===== config.mk =====
export PLATFORM = sky130hd
export DESIGN_NAME = rvvi_tx_arbiter
export DESIGN_NICKNAME = d
export VERILOG_FILES = /design/src/rtl/cvw.sv /design/src/rtl/counter.sv /design/src/rtl/ifg_timer.sv /design/src/rtl/rvvi_tx_arbiter.sv
export SDC_FILE = /design/constraint.sdc
export NUM_CORES = 1
export LEC_CHECK = 0
export ABC_AREA = 1
export ABC_CLOCK_PERIOD_IN_PS = 1720
export BUFFER_PORTS_ARGS = -buffer_cell sky130_fd_sc_hd__buf_2
export CORE_UTILIZATION = 32
export CTS_BUF_LIST = sky130_fd_sc_hd__clkbuf_16
export DETAILED_ROUTE_END_ITERATION = 7
export GPL_TIMING_DRIVEN = 0
export PLACE_DENSITY_LB_ADDON = 0.15
export SYNTH_ARGS = -nofsm -noshare
export SYNTH_HDL_FRONTEND = slang
export SYNTH_SLANG_ARGS = --single-unit

===== constraint.sdc =====
create_clock -name m_axi_aclk -period 1.72 [get_ports m_axi_aclk]
set_input_delay 0.086 -clock m_axi_aclk [delete_from_list [all_inputs] [get_ports m_axi_aclk]]
set_output_delay 0.086 -clock m_axi_aclk [all_outputs]
set_load 0.01 [all_outputs]

===== src/rtl/cvw.sv =====
// Shared definitions for the RVVI TX frame arbiter: FSM state encoding and source count.
package cvw;

  typedef enum logic [1:0] {
    IDLE   = 2'd0,
    GRANT0 = 2'd1,
    GRANT1 = 2'd2,
    GAP    = 2'd3
  } arb_state_t;

  localparam int NUM_SOURCES = 2;

endpackage


===== src/rtl/counter.sv =====
// Saturating up-counter with a synchronous clear; it holds at MAX instead of wrapping.
module counter #(
  parameter int MAX   = 512,
  parameter int WIDTH = $clog2(MAX + 1)
) (
  input  logic             clk,
  input  logic             srst,
  input  logic             i_clr,
  input  logic             i_en,
  output logic [WIDTH-1:0] o_count
);

  logic [WIDTH-1:0] r_count;

  always_ff @(posedge clk) begin
    if (srst || i_clr) begin
      r_count <= '0;
    end else if (i_en && (r_count != WIDTH'(MAX))) begin
      r_count <= r_count + 1'b1;
    end
  end

  assign o_count = r_count;

endmodule


===== src/rtl/ifg_timer.sv =====
// Loadable down-counter for the inter-frame gap; o_done flags the final gap cycle (count == 1).
module ifg_timer #(
  parameter int W = 32
) (
  input  logic         clk,
  input  logic         srst,
  input  logic         i_load,
  input  logic [W-1:0] i_load_val,
  input  logic         i_en,
  output logic         o_done
);

  logic [W-1:0] r_count;

  always_ff @(posedge clk) begin
    if (srst) begin
      r_count <= '0;
    end else if (i_load) begin
      r_count <= i_load_val;
    end else if (i_en && (r_count != '0)) begin
      r_count <= r_count - 1'b1;
    end
  end

  assign o_done = (r_count == W'(1));

endmodule


===== src/rtl/rvvi_tx_arbiter.sv =====
// Frame-atomic two-source arbiter in front of the MAC TX word channel, with inter-frame gap.
// Optional per-source frame and contention counters are enabled by defining RVVI_ARB_STATS_EN.
module rvvi_tx_arbiter
  import cvw::*;
#(
  parameter int S1_PRIORITY     = 0,
  parameter int MAX_FRAME_WORDS = 512,
  parameter int GAP_WIDTH       = 32
) (
  input  logic                 m_axi_aclk,
  input  logic                 m_axi_areset,
  input  logic [31:0]          S0Wdata,
  input  logic [3:0]           S0Wstrb,
  input  logic                 S0Wlast,
  input  logic                 S0Wvalid,
  output logic                 S0Wready,
  input  logic [31:0]          S1Wdata,
  input  logic [3:0]           S1Wstrb,
  input  logic                 S1Wlast,
  input  logic                 S1Wvalid,
  output logic                 S1Wready,
  output logic [31:0]          MWdata,
  output logic [3:0]           MWstrb,
  output logic                 MWlast,
  output logic                 MWvalid,
  input  logic                 MWready,
  input  logic [GAP_WIDTH-1:0] GapCycles,
  output logic [1:0]           Grant,
  output logic                 Busy,
`ifdef RVVI_ARB_STATS_EN
  output logic [31:0]          S0FrameCount,
  output logic [31:0]          S1FrameCount,
  output logic [31:0]          ContentionCount,
`endif
  output logic                 FrameErr
);

  localparam int CNT_W = $clog2(MAX_FRAME_WORDS + 1);

  arb_state_t           r_state;
  logic                 r_last_grant;
  logic                 r_frame_err;
  logic [1:0]           r_grant;
  logic                 r_busy;
  logic [GAP_WIDTH-1:0] r_gap_shadow;

  logic                 w_xfer;
  logic                 w_frame_end;
  logic                 w_pick1;
  logic                 w_gap_done;
  logic [CNT_W-1:0]     w_word_count;

  // Word pass-through from the granted source; everything is quiet outside a grant.
  always_comb begin
    MWdata   = '0;
    MWstrb   = '0;
    MWlast   = 1'b0;
    MWvalid  = 1'b0;
    S0Wready = 1'b0;
    S1Wready = 1'b0;
    case (r_state)
      GRANT0: begin
        MWdata   = S0Wdata;
        MWstrb   = S0Wstrb;
        MWlast   = S0Wlast;
        MWvalid  = S0Wvalid;
        S0Wready = MWready;
      end
      GRANT1: begin
        MWdata   = S1Wdata;
        MWstrb   = S1Wstrb;
        MWlast   = S1Wlast;
        MWvalid  = S1Wvalid;
        S1Wready = MWready;
      end
      default: ;
    endcase
  end

  assign w_xfer      = MWvalid & MWready;
  assign w_frame_end = w_xfer & MWlast;

  // Source 1 wins when alone, when it has priority, or when source 0 had the last grant.
  assign w_pick1 = S1Wvalid & (~S0Wvalid | (S1_PRIORITY != 0) | ~r_last_grant);

  counter #(
    .MAX   (MAX_FRAME_WORDS),
    .WIDTH (CNT_W)
  ) u_word_cnt (
    .clk     (m_axi_aclk),
    .srst    (m_axi_areset),
    .i_clr   (w_frame_end),
    .i_en    (w_xfer),
    .o_count (w_word_count)
  );

  ifg_timer #(
    .W (GAP_WIDTH)
  ) u_ifg (
    .clk        (m_axi_aclk),
    .srst       (m_axi_areset),
    .i_load     (w_frame_end),
    .i_load_val (r_gap_shadow),
    .i_en       (r_state == GAP),
    .o_done     (w_gap_done)
  );

  // The gap length is captured when the frame is granted, so edits made while a frame
  // is in flight only take effect from the next frame onward.
  always_ff @(posedge m_axi_aclk) begin
    if (m_axi_areset) begin
      r_state      <= IDLE;
      r_last_grant <= 1'b1;
      r_frame_err  <= 1'b0;
      r_grant      <= 2'b00;
      r_busy       <= 1'b0;
      r_gap_shadow <= '0;
    end else begin
      case (r_state)
        IDLE: begin
          if (S0Wvalid || S1Wvalid) begin
            r_gap_shadow <= GapCycles;
            r_busy       <= 1'b1;
            if (w_pick1) begin
              r_state      <= GRANT1;
              r_last_grant <= 1'b1;
              r_grant      <= 2'b10;
            end else begin
              r_state      <= GRANT0;
              r_last_grant <= 1'b0;
              r_grant      <= 2'b01;
            end
          end
        end
        GRANT0, GRANT1: begin
          if (w_frame_end) begin
            r_grant <= 2'b00;
            if (r_gap_shadow == '0) begin
              r_state <= IDLE;
              r_busy  <= 1'b0;
            end else begin
              r_state <= GAP;
            end
          end
        end
        GAP: begin
          if (w_gap_done) begin
            r_state <= IDLE;
            r_busy  <= 1'b0;
          end
        end
        default: r_state <= IDLE;
      endcase

      // Runaway frame: the transfer that brings the count to the limit is not a last.
      if (w_xfer && !MWlast && (w_word_count >= CNT_W'(MAX_FRAME_WORDS - 1))) begin
        r_frame_err <= 1'b1;
      end
    end
  end

  assign Grant    = r_grant;
  assign Busy     = r_busy;
  assign FrameErr = r_frame_err;

`ifdef RVVI_ARB_STATS_EN
  logic [31:0] r_s0_frames;
  logic [31:0] r_s1_frames;
  logic [31:0] r_contention;

  always_ff @(posedge m_axi_aclk) begin
    if (m_axi_areset) begin
      r_s0_frames  <= '0;
      r_s1_frames  <= '0;
      r_contention <= '0;
    end else begin
      if (w_frame_end && (r_state == GRANT0)) r_s0_frames <= r_s0_frames + 1'b1;
      if (w_frame_end && (r_state == GRANT1)) r_s1_frames <= r_s1_frames + 1'b1;
      if ((r_state == IDLE) && S0Wvalid && S1Wvalid) r_contention <= r_contention + 1'b1;
    end
  end

  assign S0FrameCount    = r_s0_frames;
  assign S1FrameCount    = r_s1_frames;
  assign ContentionCount = r_contention;
`endif

endmodule


Word level (Yosys, flattened, before mapping) --
Index checks and enable logic that the tools add are counted.
Word-level totals: register bits 81, bits in latches 0, RAM bits 0, bits in read-only memories 0, input port bits 111, output and inout bits 44, memories 0
Operators by class: add/sub/neg operators 2, multipliers 0, div/mod/pow operators 0, order comparisons 1, equal/unequal tests 9, shifts and indexed selects 0, muxes and demuxes 22, bitwise gates (word level) 6, reductions and logical operators 17
Operator list (number):
- 2-to-1 mux 32 bit | 2
- one-hot mux 32 bit (2 select lines) | 1
- equality test 32 x 1 -> 1 bit (second input constant) | 1
- zero test 32 bit | 1
- nonzero test 32 bit | 1
- subtractor 32 x 1 -> 32 bit (second input constant) | 1
- 2-to-1 mux 2 bit | 6
- adder 10 x 1 -> 10 bit (second input constant) | 1
- >= comparator 10 x 9 -> 1 bit (second input constant) | 1
- inequality test 10 bit (second input constant) | 1
- one-hot mux 4 bit (2 select lines) | 1
- 2-to-1 mux 1 bit | 7
- inequality test 2 bit (second input constant) | 3
- one-hot mux 2 bit (3 select lines) | 1
- AND reduction 3 bit | 2
- equality test 2 bit (second input constant) | 2
- logical AND 1 bit | 4
- one-hot mux 1 bit (2 select lines) | 2
- one-hot mux 2 bit (2 select lines) | 1
- AND reduction 4 bit | 1
- nonzero test 2 bit | 2
- AND 1 bit | 3
- one-hot mux 1 bit (3 select lines) | 1
- equality test 2 x 1 -> 1 bit (second input constant) | 1
- other kinds (8) | 10

Logic depth before layout (Yosys ltp) --
word-level depth 6, depth in mapped cells 13

Hierarchy --
A second synthesis with hierarchy kept.
Unflattened totals: cell total of the unflattened synthesis 887, area, all modules 5291.3 um^2
Modules (own cells, without submodules):
- ifg_timer | times used 1, cells each 434, area an instance 2473.6 um^2
- rvvi_tx_arbiter | times used 1, cells each 364, area an instance 2215.9 um^2
- counter | times used 1, cells each 89, area an instance 601.8 um^2

Worst setup path before layout --
OpenSTA, ideal clock, no wires.
path type flip-flop to flip-flop, start point register r_state[0], end point register u_word_cnt.r_count[0], in the netlist u_word_cnt.o_count[0], arrival time 1591 ps, required time 1597 ps, setup slack 6 ps, stages on the path, launching flop included 9, buffers on the path 1, path through dfxtp_1 > inv_1 > ha_1 > nand4_4 > inv_2 > buf_2 > nor2_1 > inv_1 > a21oi_1
Between the ends: word-level cells in the longest chain between the ends 5, elaborated cells between the ends (all ways) 8
RTL lines:
- start, declared | RTL line rvvi_tx_arbiter.sv:40 | arb_state_t r_state;
- start signal, assigned | RTL line rvvi_tx_arbiter.sv:112 | r_state <= IDLE;
- start signal, assigned | RTL line rvvi_tx_arbiter.sv:125 | r_state <= GRANT1;
- start signal, assigned | RTL line rvvi_tx_arbiter.sv:129 | r_state <= GRANT0;
- equality test 2 bit / equality test 2 x 1 -> 1 bit (equally long branches) | RTL line rvvi_tx_arbiter.sv:61 | case (r_state)
- one-hot mux 1 bit (2 select lines) | RTL line rvvi_tx_arbiter.sv:61
- AND 1 bit | RTL line rvvi_tx_arbiter.sv:80 | assign w_xfer = MWvalid & MWready;
- AND 1 bit | RTL line rvvi_tx_arbiter.sv:81 | assign w_frame_end = w_xfer & MWlast;
- logical OR 1 bit | RTL line counter.sv:16 | if (srst || i_clr) begin
- end signal, assigned | RTL line counter.sv:19 | r_count <= r_count + 1'b1;
- end, declared | RTL line counter.sv:13 | logic [WIDTH-1:0] r_count;
Several ways; a longest one is shown, not always the timed one. A chain may end at the register's enable or synchronous reset.

Worst setup path in the final report --
start point register r_state[1], end point register u_ifg.r_count[0]
Between the ends: word-level cells in the longest chain between the ends 5, elaborated cells between the ends (all ways) 10
RTL lines:
- equality test 2 bit / equality test 2 x 1 -> 1 bit (equally long branches) | RTL line rvvi_tx_arbiter.sv:61
- one-hot mux 1 bit (2 select lines) | RTL line rvvi_tx_arbiter.sv:61
- AND 1 bit | RTL line rvvi_tx_arbiter.sv:80
- AND 1 bit | RTL line rvvi_tx_arbiter.sv:81
- 2-to-1 mux 32 bit / nonzero test 2 bit (equally long branches)
- end signal, assigned | RTL line ifg_timer.sv:19 | r_count <= i_load_val;
- end signal, assigned | RTL line ifg_timer.sv:21 | r_count <= r_count - 1'b1;
- end, declared | RTL line ifg_timer.sv:13 | logic [W-1:0] r_count;
Several ways; a longest one is shown, not always the timed one.

==> results.tsv <==
stage	metric	value	unit
die	width of the die	131	um
critical_path	cell chain of the critical path	inv_4 -> ha_4 -> nand2_4 -> nand2_4 -> nand4_4 -> buf_6 -> buf_6 -> nand2_8 -> buf_12 -> buf_8 -> nand2_2 -> a21oi_2	
placement	placer's final routability congestion estimate	0.862	
final_layout	commonest non-fill, non-tap cells in the layout	231 x sky130_fd_sc_hd__nand2_1, 157 x sky130_fd_sc_hd__nor2_1, 153 x sky130_fd_sc_hd__buf_2, 69 x sky130_fd_sc_hd__dfxtp_1, 59 x sky130_fd_sc_hd__nand3_1	
grt	via count of the first global-routing pass	6048	
timing	slew margin rel.	0.517	
placement	Detail Placement HPWL	14.2	mm
critical_path	RR Startpoint	r_state[1]	
detailed_routing	count of unresolved DRC violations after routing	0	
clocking	clock transition at the register clock pins on the worst setup and hold paths after CTS	0.06	ns
timing	post-route minimum period	1.76	ns
grt	global-route wire length before repair	29.8	mm
grt	leftover overflow at the end of global routing	0	
timing	skew final	0.0110	ns
clocking	clock network latency to the later pin of the worst-skew pair	0.35	ns
synthesis	number of nets in the synthesized netlist	1014	
die	initial core utilization	0.330	
clocking	clock tree root driver cell	sky130_fd_sc_hd__clkbuf_16	
final_layout	final antenna diode count	0	
final_layout	most common library cell in the layout ignoring fill and taps	sky130_fd_sc_hd__nand2_1	
synthesis	register area share after synthesis	0.307	
final_layout	share of cells above drive strength 1	0.346	
clocking	CTS tree	done	
grt	pin count of the biggest net entering global routing	15	
flow_run	max-cap viol count	0	
critical_path	slowest cell on the critical path	sky130_fd_sc_hd__dfxtp_4	
final_layout	Reg area	1640	um^2
timing	unrepaired setup endpoints after global routing	true	
critical_path	Crit path max-delay family	buffers and inverters	
final_layout	number of nets in the layout	1228	
critical_path	data required time at the worst endpoint	1.99	ns
worst_hold_path	hold path cells	3	
synthesis	share of flip-flops with an asynchronous set or reset	0	
final_layout	post-layout util	0.505	
die	Top Ports	155	
placement	Port Buf Inserts	153	
critical_path	worst reg2reg setup slack	-0.04	ns
critical_path	worst reg-to-reg path cell count	12	
detailed_routing	Avg WL per Cell	14.6	um
critical_path	endpoint type of the worst setup path	register	
timing	Worst-Margin Slew	0.724	ns
grt	Total Routing Usage GR	0.230	
worst_hold_path	startpoint of the most critical hold path	GapCycles[24]	
die	die area	17000	um^2
critical_path	Worst R2R End	u_ifg.r_count[0]	
detailed_routing	wire length after detailed routing	19.5	mm
final_layout	area of combinational cells with multiple inputs	3720	um^2
synthesis	yosys warns	0	
synthesis	Synth cell types	35	
detailed_routing	Post-DRT Antenna Nets	0	
critical_path	worst endpoint data arrival time	2.03	ns
outcome	violated checks	negative setup slack	
detailed_routing	vias per cell	4.84	
worst_hold_path	worst min path class	primary input to register	
die	Core ar.	16000	um^2
critical_path	number of buffers and inverters on the critical path	5	
detailed_routing	drt initial violations	326	
final_layout	Filler cells	1695	
timing	max-slew violation count	0	
clocking	TritonCTS Sinks	81	
synthesis	main flop type after synthesis	sky130_fd_sc_hd__dfxtp_1	
detailed_routing	total vias in the final route	6434	
clocking	number of CTS-inserted buffers	9	
synthesis	count of flip-flops with a built-in enable after synthesis	0	
timing	hold violation total from the final report	0	
critical_path	kind of start point of the critical path	register	
timing	setup violation total in the final timing report	26	
timing	final worst path period share	1.03	
synthesis	Mapped Area	5290	um^2
clocking	clock buffer depth	2	
outcome	run status	finished, violations left	
timing	Final WS setup	-0.0445	ns
synthesis	Post-Syn Instances	895	
synthesis	mean area per synthesized cell	5.91	um^2
die	vertical extent of the die	131	um
critical_path	crit path max fanout	5	
worst_hold_path	end of the worst hold path	r_gap_shadow[24]	
critical_path	classification of the worst setup path	register to register	
critical_path	slowest stage delay, CP	0.37	ns
grt	number of antenna violations at the first check in global routing	0	
synthesis	post-synthesis register bit count	81	
die	row cnt	46	
detailed_routing	iteration count of the initial detailed-routing pass	6	
final_layout	area growth from synthesis to layout	52.9	%
timing	highest clock frequency the design can meet	567	MHz
clocking	H-tree depth	3	
-- per-layer routing --
| layer | global-route usage | vias up | share of wire |
|---|---|---|---|
| li1 | - | 3277 | - |
| met1 | 0.267 | 2938 | 0.42 |
| met2 | 0.413 | 175 | 0.50 |
| met3 | 0.0395 | 44 | 0.039 |
| met4 | 0.102 | 0 | 0.040 |
| met5 | 0 | - | 0 |
-- worst reg2reg max path: cells and delay by family (launching register included) --
kind            cells  cell delay [ns]
compound gates      1             0.13
fa+ha+maj           1             0.18
buf+inv             5             0.60
flops               1             0.37
simple gates        5             0.41
-- timing repair --
action	4_1_cts	5_1_grt
gates resized for setup	117	156
pin swaps	9	44
setup buffers	19	13
endpoints found under the setup margin	105	99
endpoints found under the hold margin	11	0
hold buffers	11	0
cloned	4	5
-- cells in the mapped netlist, drive strengths merged (8+ instances only) --
cell    number  area share
nand2      270        0.20
nor2       192        0.14
a21oi       81       0.077
dfxtp       81        0.31
inv         68       0.049
nand3       62       0.060
o21ai       54       0.051
clkbuf      27       0.019
xor2        15       0.025
buf         13       0.018
ha           8       0.019
nand4        8       0.012
-- metrics by stage --
step                      std cells  worst slack [ns]  hold slack (ns)  cell area [um^2]  setup TNS (ns)
after CTS                      1314           -0.0420          0.00192              7450         -0.0755
after detailed placement       1264            -0.576            0.342              6320          -27.42
after global placement         1264            -0.542            0.337              6320          -25.78
after global routing           1330            -0.128          0.00985              8080           -5.42
final                          1330           -0.0445         0.000980              8080          -0.532
after floorplan                 895           0.00605            0.250              5290               0
-- flip-flops by register name, indices dropped and copies added, names as in the netlist --
signal / count
Busy: 1
FrameErr: 1
Grant: 2
r_gap_shadow: 32
r_last_grant: 1
r_state: 2
u_ifg.r_count: 32
u_word_cnt.o_count: 10
-- logic make-up (layout without fill, tap and decap cells) --
group | Yosys count | in the layout | share of synthesized area
buf+inv | 110 | 329 | 0.0878
flops | 81 | 81 | 0.307
xor+xnor | 18 | 18 | 0.0298
fa+ha+maj | 8 | 8 | 0.0189
simple gates | 539 | 539 | 0.423
compound gates | 139 | 139 | 0.134
-- final cells by class --
| cell class | count | area share |
|---|---|---|
| Multi-Input combinational cell | 704 | 0.460 |
| Sequential cell | 81 | 0.203 |
| Timing Repair Buffer | 204 | 0.169 |
| Buffer | 39 | 0.0529 |
| Inverter | 70 | 0.0359 |
| Tap cell | 216 | 0.0334 |
| Clock buffer | 9 | 0.0279 |
| Clock inverter | 7 | 0.0176 |
-- how the worst max path moves through the flow --
stage	from	to	slack [ns]	depth (start not counted)
final	r_state[1]	u_ifg.r_count[0]	-0.04	12
after global placement	r_state[0]	u_word_cnt.o_count[8]	-0.54	8
after CTS	r_state[0]	MWstrb[2]	-0.04	7
after global routing	r_state[1]	u_ifg.r_count[0]	-0.13	12
after floorplan	r_state[0]	u_word_cnt.o_count[0]	0.006	8
after detailed placement	r_state[0]	u_word_cnt.o_count[8]	-0.58	8
Power is not shown: default switching activity piles up to over one toggle a cycle in this logic, so the estimate is an artifact.
